`src/rtl/regfile_wb_arbiter.sv`:
```
// regfile_wb_arbiter: arbitrates the register-file write port between the WB stage and a long-latency unit, with busy scoreboard, hazard stall and starvation guard
//
// Ports:
//   clock, reset                         clock; asynchronous active-high reset
//   pipe_wr_en, pipe_waddr, pipe_wdata   WB-stage write request (never back-pressured)
//   lu_valid, lu_waddr, lu_wdata         long-unit write request
//   lu_ready                             long-unit write accepted this cycle
//   iss_valid, iss_rd                    long op issued; its destination becomes busy
//   chk_valid, chk_rs1/rs2/rd            decode registers checked against the scoreboard
//   hz_stall                             decode must stall
//   pipe_hold                            WB stage must freeze (forced long-unit grant)
//   rf_reg_wr, rf_waddr, rf_wdata        register-file write port (committed on negedge)
//   busy_vec                             scoreboard, bit 0 always 0
//
// Optional build macro WB_BYPASS_EN: the register released by this cycle's long-unit
// grant no longer stalls decode in the same cycle.
module regfile_wb_arbiter #(
  parameter int XLEN     = 32,
  parameter int MAX_WAIT = 4
) (
  input  logic            clock,
  input  logic            reset,
  input  logic            pipe_wr_en,
  input  logic [4:0]      pipe_waddr,
  input  logic [XLEN-1:0] pipe_wdata,
  input  logic            lu_valid,
  input  logic [4:0]      lu_waddr,
  input  logic [XLEN-1:0] lu_wdata,
  output logic            lu_ready,
  input  logic            iss_valid,
  input  logic [4:0]      iss_rd,
  input  logic            chk_valid,
  input  logic [4:0]      chk_rs1,
  input  logic [4:0]      chk_rs2,
  input  logic [4:0]      chk_rd,
  output logic            hz_stall,
  output logic            pipe_hold,
  output logic            rf_reg_wr,
  output logic [4:0]      rf_waddr,
  output logic [XLEN-1:0] rf_wdata,
  output logic [31:0]     busy_vec
);
  typedef enum logic {NORMAL, FORCE} state_t;
  state_t      state, state_n;
  logic [3:0]  wait_cnt, wait_cnt_n;
  logic [31:0] busy, busy_n, busy_hz;
  logic        grant_pipe, grant_lu;
  // Outputs are gated by reset so they drop immediately on an asynchronous reset,
  // even though the combinational paths would otherwise still see live requests.
  always_comb begin
    state_n    = NORMAL;
    wait_cnt_n = '0;
    pipe_hold  = 1'b0;
    lu_ready   = 1'b0;
    grant_pipe = 1'b0;
    if (!reset) begin
      if (state == FORCE) begin
        pipe_hold = 1'b1;
        lu_ready  = lu_valid;
      end else begin
        grant_pipe = pipe_wr_en;
        lu_ready   = lu_valid && !pipe_wr_en;
        if (lu_valid && !lu_ready) begin
          wait_cnt_n = wait_cnt + 4'd1;
          state_n    = (wait_cnt_n == 4'(MAX_WAIT)) ? FORCE : NORMAL;
        end
      end
    end
  end
  assign grant_lu  = lu_ready;
  assign rf_waddr  = grant_lu ? lu_waddr : grant_pipe ? pipe_waddr : 5'd0;
  assign rf_wdata  = grant_lu ? lu_wdata : grant_pipe ? pipe_wdata : '0;
  assign rf_reg_wr = (grant_lu || grant_pipe) && (rf_waddr != 5'd0);
  // Set is applied after clear so an issue to the register being released wins.
  always_comb begin
    busy_n = busy;
    if (grant_lu) busy_n[lu_waddr] = 1'b0;
    if (iss_valid && iss_rd != 5'd0) busy_n[iss_rd] = 1'b1;
    busy_n[0] = 1'b0;
  end
  always_ff @(posedge clock or posedge reset) begin
    if (reset) begin
      state    <= NORMAL;
      wait_cnt <= '0;
      busy     <= '0;
    end else begin
      state    <= state_n;
      wait_cnt <= wait_cnt_n;
      busy     <= busy_n;
    end
  end
  assign busy_vec = busy;
`ifdef WB_BYPASS_EN
  // The register file commits on negedge, so the value decode reads this cycle is already current.
  assign busy_hz = busy & ~(grant_lu ? (32'd1 << lu_waddr) : 32'd0);
`else
  assign busy_hz = busy;
`endif
  assign hz_stall = !reset && chk_valid && (busy_hz[chk_rs1] || busy_hz[chk_rs2] || busy_hz[chk_rd]);
  // A WB write during a forced grant is silently lost; flag it in simulation.
  force_no_pipe: assert property (@(posedge clock) disable iff (reset) (state == FORCE) |-> !pipe_wr_en);
endmodule

```
`config.mk`:
```
export PLATFORM = sky130hd
export DESIGN_NAME = regfile_wb_arbiter
export DESIGN_NICKNAME = d
export VERILOG_FILES = /design/src/rtl/regfile_wb_arbiter.sv
export SDC_FILE = /design/constraint.sdc
export NUM_CORES = 1
export LEC_CHECK = 0
export ABC_AREA = 0
export BUFFER_PORTS_ARGS = -buffer_cell sky130_fd_sc_hd__buf_4
export CAP_MARGIN = 20
export CORE_ASPECT_RATIO = 0.9
export CORE_MARGIN = 3
export CORE_UTILIZATION = 35
export CTS_BUF_LIST = sky130_fd_sc_hd__clkbuf_4
export CTS_CLUSTER_SIZE = 25
export DETAILED_ROUTE_END_ITERATION = 8
export PLACE_DENSITY = 0.67
export SETUP_SLACK_MARGIN = 0.1
export SLEW_MARGIN = 25
export SYNTH_ARGS = -nofsm -noshare
export SYNTH_HDL_FRONTEND = slang
export SYNTH_SLANG_ARGS = --single-unit
```
`constraint.sdc`:
```
create_clock -name clock -period 8.2 [get_ports clock]
set_clock_uncertainty 0.15 [all_clocks]
set_input_delay 1.23 -clock clock [delete_from_list [all_inputs] [get_ports clock]]
set_output_delay 1.23 -clock clock [all_outputs]
set_load 0.1 [all_outputs]
```
==> flow_summary.ini <==
[sta]
rsz0062_at_grt = no
min_period_over_period_pct = 59.0
worst_pin_slew_ps = 625
hold_violations = 0
setup-tns-final_ps = 0
fmax_ghz = 0.207
final.min_clock_period_ps = 4840
setup_viol_count_final = 0
relSlewSlack_pct = 58.4
drv_slew = 0

[clock_network]
cts_htree_levels = 2
cts_buffers = 5
cts_max_path_buffers = 2
cts_resized = 0
holdBufCountCts = 0
path_clk_slew_ps = 100
cts.sinks = 36
clk_latency_ps = 340
cts_tree = yes
root_buffer = clkbuf_4
postCtsSetupBuffers = 0

[global_routing]
grt_pass1_wl_mm = 17.4
grt_antenna_before_repair = 0
grt-ovfl-total = 0
grt_start_max_net_pins = 40
grt_pass1_vias = 3210
grtUsageTotal_pct = 24.1

[power_and_ir_drop]
seq_power_share_pct = 27.2
p_total_mw = 1.02
swShare_pct = 58.8
power_leakage_nw = 1.97
p_int_mw = 0.420
p_comb_share_pct = 63.3
p_per_area_nw_per_um2 = 242
ir_drop_v = 0.000111
p_sw_mw = 0.599
p_clk_share_pct = 9.5

[place]
gp_congestion = 0.925
placed_area_um2 = 4150
port_buffers = 171
hpwl_mm = 9.34
dp.cells = 550

[routing]
num_vias = 3322
ant_nets = 0
firstDrtPassIters = 5
wl_per_cell_um = 20.9
drtIter0Drc = 266
drc = 0
drt_wl_total_mm = 11.7
via_per_inst = 5.95

[cells_and_area]
final-seq-area_um2 = 901
n_fill_cell = 736
multi_input_area_um2 = 1790
final_core_util_pct = 54.3
final_common_cell = buf_4
antenna_cells = 0
design_area_um2 = 4200
drive_gt1_share_pct = 41.8
fin_nets = 562
syn2layout_area_growth_pct = 47.2
layout_common_cells = buf_4 (174), o21ai_0 (58), a22o_1 (37)
final_cells = 558

[min_path]
whs_path_depth = 1
holdPathEnd = wait_cnt[0]
hold_path_class = flip-flop to flip-flop
hold_start = wait_cnt[0]

[yosys]
synthFlopType = dfrtp_1
async_reset_ff_share_pct = 100
yosysWarnings = 0
synth_area_um2 = 2850
synth-edff-count = 0
avgSynthCellArea_um2 = 9.39
seq_area_frac_synth_pct = 31.6
synth_nets = 405
ys_ff_latch = 36
synth_cell_type_count = 50
synth_cells = 304

[setup_path]
crit_fanout = 37
r2r-end = busy_vec[20]
crit_required_ps = 6820
r2r_cells = 6
reg2reg_slack_ps = 5590
worst_setup_path_start_kind = primary input
cp-end-kind = primary output
worstSetupPathType = primary input to primary output
reg2reg_from = state
arrival_ps = 3460

[die]
io_pins = 173
die_x_um = 101
core_um2 = 7730
initial_core_util_pct = 36.9
die_height_um = 91.7
dieArea_um2 = 9280
num_rows = 30

[outcome]
status = complete, no violations

[job]
maxCapViolCount = 0
-- how the worst max path moves through the flow --
| stage | end | slack, ps | cells past startpoint | start |
|---|---|---|---|---|
| 2_1_floorplan | hz_stall | 2150 | 7 | chk_rs1[2] |
| 3_3_place_gp | rf_reg_wr | 3430 | 9 | reset |
| 3_5_place_dp | rf_reg_wr | 3360 | 9 | reset |
| 4_1_cts | rf_reg_wr | 3350 | 9 | reset |
| 5_1_grt | rf_reg_wr | 3170 | 9 | reset |
| 6_report | rf_reg_wr | 3360 | 9 | reset |
-- metal layers --
layer	global-route usage, %	wire length (um)	up-vias
met5	0	0	-
met4	7.20	317	0
met3	6.54	1210	20
met2	37.2	5460	207
met1	33.0	4660	1600
li1	-	-	1495
-- metrics by stage --
step | hold slack (ps) | setup WS, ps
final | 322 | 3360
after global routing | 326 | 3170
after floorplan | 282 | 2150
after global placement | 290 | 3430
after detailed placement | 305 | 3360
after CTS | 320 | 3350
-- cell type report --
class	count	area share, %
Sequential cell	36	21.4
Timing Repair Buffer	174	31.1
Tap cell	96	2.86
Inverter	7	0.625
Clock buffer	7	1.25
Clock inverter	1	0.0893
Multi-Input combinational cell	237	42.6
-- synth_stat cells (all sizes together) (2+ instances only) --
cell type,number,area share [%]
a221oi,2,0.61
nand3b,12,3.2
mux2,2,0.79
nand2b,3,0.66
nand4b,2,0.61
nor2,15,2.0
o31ai,2,0.53
a21oi,4,0.70
clkbuf,7,0.96
mux2i,23,8.1
inv,7,0.92
a2111oi,3,1.6
nor2b,6,1.3
and3,3,0.83
a211oi,2,0.53
a311oi,3,0.92
o21ai,60,11
nand2,14,1.8
or3b,2,0.61
dfrtp,36,32
mux4,11,9.2
or3,2,0.44
buf,17,3.9
a22o,37,11
nand3,14,2.5
-- cell families (layout without fill, tap and decap cells) --
logic type      Yosys count  after routing  share of synthesized area (%)
fa+ha+maj                 1              1                          0.438
compound gates          118            118                           28.1
flops                    36             36                           31.6
buf+inv                  31            189                           5.74
mux                      36             36                           18.1
simple gates             79             79                           15.3
xor+xnor                  2              2                          0.614
other cells               1              1                          0.131
-- critical path: stages --
cell and delay (ps):
buf_4 130, inv_1 50, buf_4 400, and3_1 650
buf_4 380, a22o_1 200, nor3_1 60, nand2_1 60
buf_4 280
-- state kept, by name (all words and copies together), names as in the netlist --
signal and flops:
busy_vec 31, wait_cnt 4, state 1
-- power groups by stage --
stage / sequential [mW] / clock [mW] / combinational [mW]
after floorplan: 0.524 / 0 / 0.223
after global placement: 0.276 / 0 / 0.641
after detailed placement: 0.278 / 0 / 0.645
after CTS: 0.274 / 0.0990 / 0.646
after global routing: 0.283 / 0.110 / 0.669
final: 0.277 / 0.0971 / 0.645
(Power assumes the default switching activity.)
